`config.mk`:
```
export PLATFORM = sky130hd
export DESIGN_NAME = fifo_wr_arbiter_flat
export DESIGN_NICKNAME = d
export VERILOG_FILES = /design/src/rtl/fifo_wr_arbiter_pkg.sv /design/src/rtl/fifo_wr_arbiter_if.sv /design/src/rtl/fifo_wr_arbiter_rr_pick.sv /design/src/rtl/fifo_wr_arbiter.sv /design/src/flat_wrapper.sv
export SDC_FILE = /design/constraint.sdc
export NUM_CORES = 1
export LEC_CHECK = 0
export ABC_AREA = 1
export CORE_ASPECT_RATIO = 0.6
export CORE_MARGIN = 8
export CORE_UTILIZATION = 30
export DETAILED_ROUTE_END_ITERATION = 10
export PLACE_DENSITY = 0.67
export REMOVE_ABC_BUFFERS = 1
export SYNTH_ARGS = -nofsm -noshare
export SYNTH_HDL_FRONTEND = slang
export SYNTH_SLANG_ARGS = --single-unit
```
`constraint.sdc`:
```
create_clock -name clk -period 3.8 [get_ports clk]
set_clock_uncertainty 0.2 [all_clocks]
set_input_delay 0.57 -clock clk [delete_from_list [all_inputs] [get_ports clk]]
set_output_delay 0.57 -clock clk [all_outputs]
set_load 0.02 [all_outputs]
```
`src/rtl/fifo_wr_arbiter_pkg.sv`:
```
// Shared definitions for the FIFO write-port arbiter: FSM encodings and widths.
// Pure declarations, no timing or flow-control behaviour of its own.
package fifo_wr_arbiter_pkg;

  typedef enum logic {
    ST_IDLE  = 1'b0,
    ST_GRANT = 1'b1
  } state_t;

  localparam int DEFAULT_DATA_W = 8;

  // Index width for an N-entry selector; stays 1 bit wide even for degenerate N.
  function automatic int idx_w(input int n);
    return (n > 1) ? $clog2(n) : 1;
  endfunction

endpackage

```
`src/rtl/fifo_wr_arbiter_if.sv`:
```
// Producer handshake plus FIFO write-port bundle seen by the arbiter.
// The master modport is the arbiter; the slave modport is producers and FIFO together.
interface fifo_wr_arbiter_if
  import fifo_wr_arbiter_pkg::*;
#(
  parameter int N      = 4,
  parameter int DATA_W = DEFAULT_DATA_W
);
  localparam int IW = idx_w(N);

  logic [N-1:0]        req_valid;
  logic [N*DATA_W-1:0] req_data;
  logic [N-1:0]        req_ready;
  logic                fifo_full;
  logic                fifo_wr_en;
  logic [DATA_W-1:0]   fifo_din;
  logic [IW-1:0]       grant_id;
  logic                busy;

  modport master (
    input  req_valid, req_data, fifo_full,
    output req_ready, fifo_wr_en, fifo_din, grant_id, busy
  );

  modport slave (
    output req_valid, req_data, fifo_full,
    input  req_ready, fifo_wr_en, fifo_din, grant_id, busy
  );

endinterface

```
`src/rtl/fifo_wr_arbiter_rr_pick.sv`:
```
// Round-robin picker: first set request strictly after 'last', wrapping modulo N.
// Purely combinational, no backpressure.
module rr_pick
  import fifo_wr_arbiter_pkg::*;
#(
  parameter int N = 4,
  localparam int IW = idx_w(N)
) (
  input  logic [N-1:0]  req,
  input  logic [IW-1:0] last,
  output logic          any,
  output logic [IW-1:0] idx
);

  logic [IW-1:0] cand;

  always_comb begin
    any  = 1'b0;
    idx  = '0;
    cand = '0;
    // k == N revisits 'last' itself, so a lone requester keeps winning.
    for (int k = 1; k <= N; k++) begin
      cand = IW'((int'(last) + k) % N);
      if (!any && req[cand]) begin
        any = 1'b1;
        idx = cand;
      end
    end
  end

endmodule

```
`src/rtl/fifo_wr_arbiter.sv`:
```
// Round-robin owner of the FIFO write port; one grantee for up to BURST beats, one idle bubble between grants.
// Valid seen at t is writable at t+1; fifo_full stalls the grantee without losing its grant or beat count.
module fifo_wr_arbiter
  import fifo_wr_arbiter_pkg::*;
#(
  parameter int N      = 4,
  parameter int DATA_W = DEFAULT_DATA_W,
  parameter int BURST  = 4
) (
  input logic               clk,
  input logic               rst_n,
  fifo_wr_arbiter_if.master bus
);

  localparam int IW = idx_w(N);
  localparam int CW = $clog2(BURST + 1);

  state_t            state;
  logic [IW-1:0]     grant_id;
  logic [IW-1:0]     last;
  logic [CW-1:0]     beat_cnt;
  logic              pick_any;
  logic [IW-1:0]     pick_idx;
  logic              busy;
  logic              cur_vld;
  logic              open;
  logic              accept;
  logic [DATA_W-1:0] data_arr [N];

  rr_pick #(.N(N)) u_pick (
    .req  (bus.req_valid),
    .last (last),
    .any  (pick_any),
    .idx  (pick_idx)
  );

  always_comb begin
    for (int i = 0; i < N; i++) begin
      data_arr[i] = bus.req_data[i*DATA_W +: DATA_W];
    end
  end

  assign busy    = (state == ST_GRANT);
  assign cur_vld = bus.req_valid[grant_id];
  // Gating on rst_n keeps a beat from being handed over in the cycle the grant is torn down.
  assign open    = busy && rst_n && !bus.fifo_full;
  assign accept  = open && cur_vld;

  assign bus.req_ready  = open ? (N'(1) << grant_id) : '0;
  assign bus.fifo_wr_en = accept;
  assign bus.fifo_din   = busy ? data_arr[grant_id] : '0;
  assign bus.grant_id   = grant_id;
  assign bus.busy       = busy;

  always_ff @(posedge clk) begin
    if (!rst_n) begin
      state    <= ST_IDLE;
      beat_cnt <= '0;
      last     <= IW'(N - 1);
      grant_id <= '0;
    end else begin
      case (state)
        ST_IDLE: begin
          if (pick_any) begin
            grant_id <= pick_idx;
            beat_cnt <= '0;
            state    <= ST_GRANT;
          end
        end
        ST_GRANT: begin
          if (!cur_vld) begin
            last  <= grant_id;
            state <= ST_IDLE;
          end else if (accept) begin
            if (beat_cnt == CW'(BURST - 1)) begin
              last     <= grant_id;
              beat_cnt <= '0;
              state    <= ST_IDLE;
            end else begin
              beat_cnt <= beat_cnt + 1'b1;
            end
          end
        end
        default: state <= ST_IDLE;
      endcase
    end
  end

endmodule
```
`src/flat_wrapper.sv`:
```
// flat-port wrapper written by rule: the top's interface ports become plain ports
module fifo_wr_arbiter_flat import fifo_wr_arbiter_pkg::*;
#(
  parameter int N      = 4,
  parameter int DATA_W = DEFAULT_DATA_W,
  parameter int BURST  = 4
)
  (clk, rst_n, bus_req_valid, bus_req_data, bus_fifo_full, bus_req_ready, bus_fifo_wr_en, bus_fifo_din, bus_grant_id, bus_busy);
  fifo_wr_arbiter_if #(.N(N), .DATA_W(DATA_W)) bus_i ();
  input logic clk;
  input logic rst_n;
  input wire logic [$bits(bus_i.req_valid)-1:0] bus_req_valid;
  input wire logic [$bits(bus_i.req_data)-1:0] bus_req_data;
  input wire logic [$bits(bus_i.fifo_full)-1:0] bus_fifo_full;
  output wire logic [$bits(bus_i.req_ready)-1:0] bus_req_ready;
  output wire logic [$bits(bus_i.fifo_wr_en)-1:0] bus_fifo_wr_en;
  output wire logic [$bits(bus_i.fifo_din)-1:0] bus_fifo_din;
  output wire logic [$bits(bus_i.grant_id)-1:0] bus_grant_id;
  output wire logic [$bits(bus_i.busy)-1:0] bus_busy;
  assign bus_i.req_valid = bus_req_valid;
  assign bus_i.req_data = bus_req_data;
  assign bus_i.fifo_full = bus_fifo_full;
  assign bus_req_ready = bus_i.req_ready;
  assign bus_fifo_wr_en = bus_i.fifo_wr_en;
  assign bus_fifo_din = bus_i.fifo_din;
  assign bus_grant_id = bus_i.grant_id;
  assign bus_busy = bus_i.busy;
  fifo_wr_arbiter #(.N(N), .DATA_W(DATA_W), .BURST(BURST)) u_core (.clk(clk), .rst_n(rst_n), .bus(bus_i));
endmodule
```
Yosys cells after proc, flatten, opt, wreduce, memory -nomap -nowiden
Cells that the tools add are included. Widths: inputs -> output; s select.

Bits in registers: 8. Input port bits: 39. Output and inout bits: 16.

Order comparisons: 6. Equality and inequality tests: 6. Shifts and indexed selects: 1. Reduce and logical (&&, ||, !) cells: 13. Muxes and demuxes: 36. Bitwise logic cells: 2. $add $sub $neg: 5.

Operator list (count): $mux 8 (3); $bmux 8 s2 (1); $lt 2x3->1 const B (5); $mux 2 (7); $mux 1 (13); $mux 3 (4); $bmux 1 s2 (5); $ne 2x2->1 const B (4); $logic_and 1x1->1 (6); $pmux 3 s2 (1); $reduce_and 3->1 (2); $add 2x1->2 const B (2); $add 2x2->2 const B (2); $logic_not 1->1 (4); $mux 4 (1); $shl 1x2->4 const A (1); $add 3x1->3 const B (1); $eq 3x2->1 const B (1); $ge 3x3->1 const B (1); $not 2->3 (1); $ne 2x1->1 const B (1); $pmux 1 s2 (1); $reduce_and 2->1 (1); $not 1->1 (1).

Depth between registers and ports, before layout
Depth after elaboration: 15. Gate-level depth with buffers: 13.

By module
Synthesis repeated with hierarchy kept, for this count alone.

Cells, all modules: 159. Area total of the unflattened synthesis: 982.2 um^2.

By module, submodules not included: fifo_wr_arbiter (times used 1, cells an instance 110, seq. area each 160.2 um^2, area each 691.9 um^2); rr_pick (times used 1, cells an instance 49, seq. area each 0.0 um^2, area each 290.3 um^2).

Worst setup path after synthesis
No wires, ideal clock.

Kind: reg2out. Start point: register u_core.state (netlist: u_core.bus.busy). End point: output bus_req_ready[0]. Data arrival time: 1.439 ns. Buffers on the path: 0. Stages on the path, launching flop included: 5. Path slack: 1.591 ns. Data required time: 3.030 ns. Cell sequence: dfxtp_1 -> inv_2 -> nor3_4 -> inv_2 -> nor3_1.

Longest elaborated chain between the ends: 3.

Ends and longest elaborated chain: start: declaration (RTL line fifo_wr_arbiter.sv:18) `state_t state;`; start signal: assignment (RTL line fifo_wr_arbiter.sv:57) `state <= ST_IDLE;`; start signal: assignment (RTL line fifo_wr_arbiter.sv:67) `state <= ST_GRANT;`; start signal: assignment (RTL line fifo_wr_arbiter.sv:73) `state <= ST_IDLE;`; $logic_and 1x1->1 (2 in a row) (RTL line fifo_wr_arbiter.sv:46) `assign open = busy && rst_n && !bus.fifo_full;`; $mux 4 (RTL line fifo_wr_arbiter.sv:49) `assign bus.req_ready = open ? (N'(1) << grant_id) : '0;`; end: declaration (RTL line flat_wrapper.sv:15) `output wire logic [$bits(bus_i.req_ready)-1:0] bus_req_ready;`.

No other way between the ends.

Final worst setup path
Start point: input rst_n. End point: output bus_req_ready[0].

Longest elaborated chain between the ends: 3.

Ends and longest elaborated chain: start: declaration (RTL line flat_wrapper.sv:11) `input logic rst_n;`; $logic_and 1x1->1 (2 in a row) (RTL line fifo_wr_arbiter.sv:46); $mux 4 (RTL line fifo_wr_arbiter.sv:49).

No other way between the ends.

==> results_dict.tcl <==
set metrics [dict create \
    ys_ff_latch 8 \
    chipHeight_um 58.6 \
    max_freq_mhz 316 \
    yosysTopAreaCellShare_pct 17.7 \
    port_buffers 54 \
    pwr-share-seq_pct 16.5 \
    htreeDepth 1 \
    max_stage_delay_ps 630 \
    crit_path_top_delay_cell "clkdlybuf4s50_1" \
    post_cts_buffers 0 \
    syn_area_per_cell_sq_um 6.20 \
    insertion_delay_ps 230 \
    r2r_slack_ps 1980 \
    postCtsResizedCells 0 \
    post_synth_main_area_contributors "dfxtp_1, nand2_1, a22oi_1, nand3_1, inv_1" \
    p_sw_uw 517 \
    start_util_pct 31.5 \
    ctsHoldBuffers 0 \
    crit_family "buffers and inverters" \
    power_uw 989 \
    pwr-share-clk_pct 10.6 \
    gp_congestion 0.845 \
    min_period_over_period_pct 83.3 \
    cts-root-buf "clkbuf_8" \
    diodes 0 \
    cp.buffers_inverters 4 \
    grt_pass1_wl_um 5530 \
    min_period_ps 3170 \
    worst-path-max-fanout 7 \
    synth_area_sq_um 906 \
    finalSetupTns_ps 0 \
    crit_type "input port to primary output" \
    ys_warn_count 0 \
    cp-start-kind "input port" \
    grt_overflow 0 \
    powerDensity_mw_per_mm2 651 \
    grt_max_degree 13 \
    synth_flop_cell "dfxtp_1" \
    die_area_sq_mm 0.00509 \
    die_x_um 86.9 \
    switching_share_pct 52.3 \
    pin_count 55 \
    finalHoldViolations 0 \
    syn_inst 146 \
    critPathRequiredTime_ps 3030 \
    dp_hpwl_um 2790 \
    cp-end-kind "primary output" \
    ant_nets 0 \
    cts_made_buffers 3 \
    async_flop_share_pct 0 \
    via_per_inst 4.94 \
    grt_pass1_vias 1136 \
    hold_path.class "register to register" \
    synth_cell_type_count 28 \
    tritoncts "yes" \
    path_cells "clkdlybuf4s50_1 > inv_1 > nor3_4 > inv_2 > nor3_1 > clkdlybuf4s50_1" \
    rsz0062_at_grt "false" \
    post_drt_wl_per_cell_um 14.3 \
    syn_to_final_growth_pct 67.8 \
    track_usage_pct 13.4 \
    wl_um 3470 \
    slew_violations 0 \
    clockBufferDepth 2 \
    ys_seq_area_share_pct 17.7 \
    synth_most_common_cell "nand2_1" \
    cpMostUsedCell "clkdlybuf4s50_1" \
    drive_gt1_share_pct 14.0 \
    drt-initial-drc-count 51 \
    vias 1195 \
    clock-sinks 8 \
    arrival_ps 2400 \
    fin_nets 242 \
    worstMarginPinSlew_ps 397 \
    yosysTopAreaCell "dfxtp_1" \
    intPower_uw 472 \
    nFillCells 276 \
    finalSetupViolations 0 \
    synth-edff-count 0 \
    antenna_found_initial 0 \
    drt_first_pass_iters 4 \
    cts.clk_slew.worst_paths_ps 40 \
    combinationalPowerShare_pct 72.9 \
    synth_common_cells "nand2_1, inv_1, a22oi_1" \
    maxSlewHeadroom_pct 73.5 \
    core_sq_mm 0.00287 \
    num_rows 15 \
    outcome "finished clean" \
    ir_drop_mv 0.355 \
    drc_errors 0 \
    p_leak_uw 0.000661 \
    cap_viol_max_count 0 \
]
worst paths after layout:
check                                         from                  to  cells past startpoint
worst max register to register     u_core.bus.busy     u_core.bus.busy                      7
worst max-delay path                         rst_n    bus_req_ready[0]                      6
worst min register to register  u_core.beat_cnt[1]  u_core.beat_cnt[1]                      2
worst min-delay path            u_core.beat_cnt[1]  u_core.beat_cnt[1]                      2
kinds of logic after synthesis:
logic type / synth area share, %
AO/OA/AOI/OAI: 24.7
AND/OR/NAND/NOR: 43.8
adder cells (fa/ha/maj): 1.38
buffers and inverters: 12.4
flip-flops: 17.7
stage by stage:
step | utilization (%) | hold WS (ps) | area (sq um) | std cells | setup WS (ps)
after floorplan | - | 262 | 886 | 143 | 1510
after global placement | 51.5 | 280 | 1480 | 239 | 673
after detailed placement | 51.5 | 295 | 1480 | 239 | 638
after CTS | 52.9 | 300 | 1520 | 242 | 631
after global routing | 52.9 | 316 | 1520 | 242 | 492
final | 52.9 | 297 | 1520 | 242 | 634
worst reg2reg max path, stage by stage (launching register included):
cell and delay (ps):
dfxtp_1 470, inv_2 200, nor3_4 280, inv_2 100
o21ai_2 200, nand2_2 90, o211ai_1 110, inv_1 60
flip-flops by register name, indices dropped and copies added, names as in the netlist:
name                 flops
u_core.beat_cnt          3
u_core.bus.grant_id      2
u_core.bus.busy          1
u_core.last              2
layer usage:
layer | track usage (%) | up-vias | wire length (um)
li1 | - | 602 | -
met1 | 17.9 | 525 | 1530
met2 | 20.8 | 64 | 1480
met3 | 4.30 | 4 | 442
met4 | 2.19 | 0 | 13
met5 | 0 | - | 0
cells in the final DEF, fill, tap and decap left out:
cell type         n
nand3_4           1
o21ai_0           1
inv_4             1
and2_1            1
inv_1            18
nand2_1          36
ha_1              1
nor3_4            1
nor3_1            2
nand4_1           1
clkbuf_8          3
o21ai_2           2
clkdlybuf4s50_1  54
nand2_2           9
nor2_4            2
nand2_4           1
a21oi_2           1
nand3b_1          1
nor2_2            1
dfxtp_1           8
o211ai_1          1
nor2_1            7
a21oi_1          10
o2111ai_2         1
nand3_1          15
inv_2             5
a22oi_1          16
power by group through the flow:
stage | registers (uW) | logic [uW] | clock network (uW)
floorplan | 170 | 464 | 0
global placement | 163 | 705 | 0
detailed placement | 165 | 719 | 0
CTS | 163 | 722 | 105
global route | 170 | 802 | 111
finish | 163 | 721 | 105
layout make-up:
cell class | count | area [sq um] | area share, %
timing repair buffer | 54 | 541 | 35.6
inverter | 24 | 92.6 | 6.09
sequential | 8 | 160 | 10.5
tap | 42 | 52.6 | 3.46
clock buffer | 3 | 41.3 | 2.72
multi-input combinational | 111 | 633 | 41.6
(Power assumes the default switching activity.)
